$ cat src/rtl/parallel_window_sr_pkg.sv
// parallel_window_sr_pkg
//   Shared definitions for the 2-D window shift register: op encodings,
//   default sizing and a helper for computing flattened bus widths.
package parallel_window_sr_pkg;

  typedef enum logic [1:0] {
    OP_SHIFT_COL = 2'b00,
    OP_SHIFT_ROW = 2'b01,
    OP_CLEAR     = 2'b10,
    OP_NOP       = 2'b11
  } op_e;

  localparam int unsigned PIXEL_WIDTH   = 8;
  localparam int unsigned DEFAULT_DEPTH = 3;
  localparam int unsigned DEFAULT_ROWS  = 3;

  // Width of a flattened bus holding n pixels of the given width.
  function automatic int unsigned pixel_bus_width(input int unsigned n,
                                                  input int unsigned width);
    return n * width;
  endfunction

endpackage

$ cat src/rtl/parallel_window_sr_row.sv
// window_row_sr
//   One window row of DEPTH pixels, each with a valid bit. Element 0 is the
//   newest. Priority: clear > parallel load > serial shift > hold.
// Ports:
//   clock, reset     rising-edge clock, async active-low reset
//   shift_en         shift shift_in into element 0; its valid bit becomes 1
//   load_en          load load_data / load_valid in parallel
//   clear_en         zero data and valid bits
//   p_out            all elements, element c at [c*DATA_WIDTH +: DATA_WIDTH]
//   valid_out        per-element valid bits
//   shift_out        element DEPTH-1 (the one discarded by the next shift)
module window_row_sr
  import parallel_window_sr_pkg::*;
#(
  parameter int unsigned DATA_WIDTH = PIXEL_WIDTH,
  parameter int unsigned DEPTH      = DEFAULT_DEPTH
) (
  input  logic                        clock,
  input  logic                        reset,
  input  logic                        shift_en,
  input  logic                        load_en,
  input  logic                        clear_en,
  input  logic [DATA_WIDTH-1:0]       shift_in,
  input  logic [DEPTH*DATA_WIDTH-1:0] load_data,
  input  logic [DEPTH-1:0]            load_valid,
  output logic [DEPTH*DATA_WIDTH-1:0] p_out,
  output logic [DEPTH-1:0]            valid_out,
  output logic [DATA_WIDTH-1:0]       shift_out
);

  logic [DEPTH*DATA_WIDTH-1:0] data_q, data_d;
  logic [DEPTH-1:0]            valid_q, valid_d;

  always_comb begin
    data_d  = data_q;
    valid_d = valid_q;
    if (clear_en) begin
      data_d  = '0;
      valid_d = '0;
    end else if (load_en) begin
      data_d  = load_data;
      valid_d = load_valid;
    end else if (shift_en) begin
      data_d  = {data_q[(DEPTH-1)*DATA_WIDTH-1:0], shift_in};
      valid_d = {valid_q[DEPTH-2:0], 1'b1};
    end
  end

  always_ff @(posedge clock or negedge reset) begin
    if (!reset) begin
      data_q  <= '0;
      valid_q <= '0;
    end else begin
      data_q  <= data_d;
      valid_q <= valid_d;
    end
  end

  assign p_out     = data_q;
  assign valid_out = valid_q;
  assign shift_out = data_q[(DEPTH-1)*DATA_WIDTH +: DATA_WIDTH];

endmodule

$ cat src/rtl/parallel_window_sr.sv
// parallel_window_sr
//   ROWS x DEPTH window of DATA_WIDTH-bit pixels for the convolution datapath.
//   Accepted ops shift a new column in, shift a new row up, clear, or do
//   nothing. A per-element valid map tracks the data; out_valid is raised only
//   for a complete window and held until consumed by out_ready.
// Ports:
//   clock, reset   rising-edge clock, async active-low reset
//   enable         global hold; 0 freezes state and forces in_ready low
//   in_valid/in_ready/op   op request handshake
//   col_in         new column, row r at [r*DATA_WIDTH +: DATA_WIDTH]
//   row_in         new row, column c at [c*DATA_WIDTH +: DATA_WIDTH]
//   out_valid/out_ready    window handshake
//   p_out          element (r,c) at [(r*DEPTH+c)*DATA_WIDTH +: DATA_WIDTH]
//   shift_out      element (r,DEPTH-1) of each row
module parallel_window_sr
  import parallel_window_sr_pkg::*;
#(
  parameter int unsigned DATA_WIDTH = PIXEL_WIDTH,
  parameter int unsigned DEPTH      = DEFAULT_DEPTH,
  parameter int unsigned ROWS       = DEFAULT_ROWS
) (
  input  logic                                             clock,
  input  logic                                             reset,
  input  logic                                             enable,
  input  logic                                             in_valid,
  output logic                                             in_ready,
  input  logic [1:0]                                       op,
  input  logic [pixel_bus_width(ROWS, DATA_WIDTH)-1:0]     col_in,
  input  logic [pixel_bus_width(DEPTH, DATA_WIDTH)-1:0]    row_in,
  output logic                                             out_valid,
  input  logic                                             out_ready,
  output logic [pixel_bus_width(ROWS*DEPTH, DATA_WIDTH)-1:0] p_out,
  output logic [pixel_bus_width(ROWS, DATA_WIDTH)-1:0]     shift_out
);

  localparam int unsigned ROW_W = DEPTH * DATA_WIDTH;

  logic        pending_q, pending_d;
  logic        accept;
  logic        out_hs;
  logic        shift_col_en, shift_row_en, clear_en;
  op_e         op_cur;

  logic [ROW_W-1:0] row_data  [ROWS];
  logic [DEPTH-1:0] row_valid [ROWS];

  // Valid map as it would look after each kind of shift.
  logic [ROWS*DEPTH-1:0] col_map_next;
  logic [ROWS*DEPTH-1:0] row_map_next;

  assign op_cur       = op_e'(op);
  assign in_ready     = enable & (~pending_q | out_ready);
  assign accept       = in_valid & in_ready;
  assign out_hs       = enable & pending_q & out_ready;
  assign shift_col_en = accept & (op_cur == OP_SHIFT_COL);
  assign shift_row_en = accept & (op_cur == OP_SHIFT_ROW);
  assign clear_en     = accept & (op_cur == OP_CLEAR);

  for (genvar r = 0; r < ROWS; r++) begin : g_row
    logic [ROW_W-1:0] load_data;
    logic [DEPTH-1:0] load_valid;

    // Row 0 takes the new row; every other row takes the row beneath it.
    if (r == 0) begin : g_first
      assign load_data  = row_in;
      assign load_valid = '1;
    end else begin : g_up
      assign load_data  = row_data[r-1];
      assign load_valid = row_valid[r-1];
    end

    window_row_sr #(
      .DATA_WIDTH (DATA_WIDTH),
      .DEPTH      (DEPTH)
    ) u_row (
      .clock      (clock),
      .reset      (reset),
      .shift_en   (shift_col_en),
      .load_en    (shift_row_en),
      .clear_en   (clear_en),
      .shift_in   (col_in[r*DATA_WIDTH +: DATA_WIDTH]),
      .load_data  (load_data),
      .load_valid (load_valid),
      .p_out      (row_data[r]),
      .valid_out  (row_valid[r]),
      .shift_out  (shift_out[r*DATA_WIDTH +: DATA_WIDTH])
    );

    assign p_out[r*ROW_W +: ROW_W]         = row_data[r];
    assign col_map_next[r*DEPTH +: DEPTH]  = {row_valid[r][DEPTH-2:0], 1'b1};
    assign row_map_next[r*DEPTH +: DEPTH]  = load_valid;
  end

  // An accepted shift overrides the consume-clear, so a window consumed in
  // the same cycle as a shift is immediately replaced by the new one.
  always_comb begin
    pending_d = pending_q;
    if (out_hs) begin
      pending_d = 1'b0;
    end
    if (accept) begin
      unique case (op_cur)
        OP_SHIFT_COL: pending_d = &col_map_next;
        OP_SHIFT_ROW: pending_d = &row_map_next;
        OP_CLEAR:     pending_d = 1'b0;
        default:      ;
      endcase
    end
  end

  always_ff @(posedge clock or negedge reset) begin
    if (!reset) begin
      pending_q <= 1'b0;
    end else begin
      pending_q <= pending_d;
    end
  end

  assign out_valid = pending_q;

endmodule
$ cat config.mk
export PLATFORM = sky130hd
export DESIGN_NAME = parallel_window_sr
export DESIGN_NICKNAME = d
export VERILOG_FILES = /design/src/rtl/parallel_window_sr_pkg.sv /design/src/rtl/parallel_window_sr_row.sv /design/src/rtl/parallel_window_sr.sv
export SDC_FILE = /design/constraint.sdc
export NUM_CORES = 1
export LEC_CHECK = 0
export BUFFER_PORTS_ARGS = -buffer_cell sky130_fd_sc_hd__buf_2
export CORE_AREA = 2 2 96 107
export CTS_CLUSTER_SIZE = 28
export DETAILED_ROUTE_END_ITERATION = 12
export DIE_AREA = 0 0 98 109
export PLACE_DENSITY = 0.92
export SLEW_MARGIN = 20
export SYNTH_ARGS = -nofsm -noshare
export SYNTH_HDL_FRONTEND = slang
export SYNTH_SLANG_ARGS = --single-unit
$ cat constraint.sdc
create_clock -name clock -period 3.86 [get_ports clock]
set_clock_uncertainty 0.2 [all_clocks]
set_input_delay 0.386 -clock clock [delete_from_list [all_inputs] [get_ports clock]]
set_output_delay 0.386 -clock clock [all_outputs]
set_load 0.02 [all_outputs]
==> flow_summary_export.csv <==
group,metric,value,unit
status,status,"finished, final reports clean",
sta,tightestPinTransition,1.084,ns
routing,wire_per_inst,20.65,um
logic_synthesis,syn_inst,564,
sta,fin_crit_sh,0.6544,
logic_synthesis,ys_warn_count,0,
logic_synthesis,synth_area_per_cell,9.093,sq um
floorplanning,die-area,10680,sq um
logic_synthesis,synth_nets,619,
placed_design,hpwlAfterDp,10420,um
finish,drive_above_1_share,0.2813,
placed_design,dp_cells,757,
finish,antenna_cells,0,
routing,drc_errors,0,
sta,slew_headroom,0.2749,
clocking,clock_sinks,81,
hold_path,min_path_cells,2,
sta,drv_slew,0,
floorplanning,die_h,109,um
routing,drt_wl_total,15990,um
sta,setup_viol,0,
placed_design,placed_area,5615,sq um
global_route,grt_max_degree,83,
routing,drt-pass1-iter-count,5,
critical_path,critPathSlowestCell,"nand2b_2",
clocking,cts_tree,"built",
sta,hold_viol,0,
critical_path,critPathLaunchType,"flop",
sta,tns,0,ns
floorplanning,io_pins,153,
hold_path,hp-class,"in -> reg",
global_route,grt_pass1_wl,24650,um
placed_design,portBuffers,152,
floorplanning,rows,38,
pwr,power_density,574.3,nW/um^2
critical_path,cp_max_fo,53,
routing,drt-initial-drc-count,795,
logic_synthesis,synth_seq_area_share,0.3952,
critical_path,required,3.27,ns
logic_synthesis,ys_ff_latch,81,
critical_path,reg2reg_depth,4,
pwr,vdd_drop_max,245.2,uV
sta,rsz0062_at_grt,"no",
routing,vias,5245,
finish,fin_area,5803,sq um
logic_synthesis,synthTopCellsByArea,"dfrtp_1 (40%), a221o_1 (14%), o41ai_1 (12%)",
critical_path,worstPathCellList,"nand2b_2 > and2_1 > buf_2",
critical_path,critPathKind,"reg -> out",
floorplanning,start_util,0.5314,
critical_path,slowest_delay,0.59,ns
floorplanning,die_w,98,um
global_route,antenna_found_initial,0,
placed_design,gp_congestion,0.8787,
global_route,first_global_vias,4774,
clocking,hold_buffers,0,
global_route,grt_usage,0.2860,
clocking,ctsLongestPathBuffers,2,
logic_synthesis,syn_area,5129,sq um
finish,area_delta_synth_final,13.15,%
critical_path,cp.arrival,1.94,ns
sta,period_minus_slack,2.526,ns
finish,fin_cells,774,
finish,nets,704,
sta,max_freq,0.3959,GHz
clocking,htreeDepth,3,
global_route,gr-total-overflow,0,
clocking,post_cts_buffers,0,
logic_synthesis,synth_top_area_frac,0.3952,
floorplanning,coreArea,9652,sq um
clocking,clock_latency,0.36,ns
logic_synthesis,synthDistinctLibCells,29,
clocking,cts-root-buf,"clkbuf_8",
clocking,cts_buffers,9,
clocking,postCtsResizedCells,0,
pwr,p_leak,2.852,nW
routing,antenna_left,0,
routing,vias_per_cell,6.776,
clocking,path_clk_slew,0.09,ns
logic_synthesis,synth_top_area_cell,"dfrtp_1",
critical_path,worstSetupEndpointType,"output pin",
job,maxCapViolations,0,
## logic make-up (layout without fill, tap and decap cells)
kind of cell           after synthesis  in the layout  synth area share
AOI/OAI and AO/OA                  227            227            0.3647
and+or+nand+nor                     93             93           0.08100
buffers and inverters              161            251            0.1547
DFF                                 81             81            0.3952
muxes                                2              2          0.004391
## sequential cells by signal, indices dropped and copies added, names as in the netlist
signal and flops:
out_valid 1, g_row.u_row.valid_out 8, g_row.u_row.p_out 72
## report_power, final
group | total, mW | internal, mW | leakage (nW) | switching (mW)
registers | 1.36 | 1.07 | 0.984 | 0.288
clock network | 0.577 | 0.267 | 0.0932 | 0.310
logic | 1.40 | 0.540 | 1.78 | 0.856
## per-stage QoR
step	util	total power, mW	setup slack [ns]	hold slack [ns]
6_report	0.6012	3.332	1.334	0.05277
5_1_grt	0.6012	3.485	1.199	0.05449
4_1_cts	0.5998	3.303	1.369	0.04873
3_5_place_dp	0.5818	2.743	1.384	0.3212
3_3_place_gp	0.5818	2.694	1.442	0.2977
2_1_floorplan	-	2.302	2.080	-0.1096
## layout make-up
class	instances	area [sq um]
fill	809	3849
multi-input combinational	322	2315
sequential	81	2027
timing repair buffer	163	867.1
inverter	72	270.3
clock buffer	13	158.9
tap	120	150.1
clock inverter	3	15.01
## cells in the mapped netlist
| library cell | number |
|---|---|
| nand2_1 | 77 |
| and4_1 | 1 |
| dfrtp_1 | 81 |
| a221o_1 | 73 |
| clkbuf_1 | 23 |
| nand3_1 | 2 |
| o31ai_1 | 1 |
| mux2_2 | 2 |
| buf_6 | 8 |
| a21boi_0 | 26 |
| and2_1 | 2 |
| nor4_1 | 1 |
| o41ai_1 | 72 |
| nor2b_4 | 1 |
| o21ai_0 | 2 |
| and3_1 | 1 |
| buf_4 | 25 |
| nor3_2 | 1 |
| buf_2 | 28 |
| buf_1 | 5 |
| nor2b_1 | 2 |
| a31oi_1 | 1 |
| inv_1 | 72 |
| nand2b_1 | 4 |
| a21oi_1 | 45 |
| a32o_1 | 1 |
| nor4_4 | 1 |
| a22o_1 | 4 |
| o32a_1 | 2 |
## worst max-delay path, delay by kind of cell, from the launching register on
| family | cells | cell delay [ns] |
|---|---|---|
| buf+inv | 1 | 0.16 |
| flops | 1 | 0.43 |
| simple gates | 2 | 1.00 |
## metal layers
| layer | routed length (um) | track usage | vias up |
|---|---|---|---|
| met5 | 0 | 0 | - |
| met4 | 591 | 0.1359 | 0 |
| met3 | 1565 | 0.04808 | 46 |
| met2 | 7780 | 0.4486 | 424 |
| met1 | 6048 | 0.3892 | 2499 |
| li1 | - | - | 2276 |
## final timing paths
path,slack (ns),end,startpoint
worst max register to register,1.54,g_row[2].u_row.p_out[1]$_DFFE_PN0P_,out_valid$_DFF_PN0_
max in group asynchronous,2.46,g_row[0].u_row.p_out[0]$_DFFE_PN0P_,reset
min in group asynchronous,0.47,g_row[2].u_row.p_out[3]$_DFFE_PN0P_,reset
worst min-delay path,0.05,g_row[2].u_row.p_out[0]$_DFFE_PN0P_,col_in[16]
worst min register to register,0.35,g_row[0].u_row.valid_out[1]$_DFFE_PN0P_,g_row[0].u_row.valid_out[1]$_DFFE_PN0P_
worst max-delay path,1.33,in_ready,out_valid$_DFF_PN0_
## layout by cell type (no fill, tap or decap), types with 2 or more instances in the layout
cell / instances
o41ai_1: 72
buf_4: 10
a21boi_0: 26
clkinv_2: 3
nand2b_1: 3
mux2_2: 2
nand2_1: 76
o32a_1: 2
nand3_1: 2
a221o_1: 73
a22o_1: 4
inv_1: 72
o21ai_0: 2
nor2b_1: 2
clkbuf_1: 2
dfrtp_1: 81
a21oi_1: 45
buf_2: 150
clkbuf_8: 11
No activity file was read; power rests on OpenSTA's default activity.
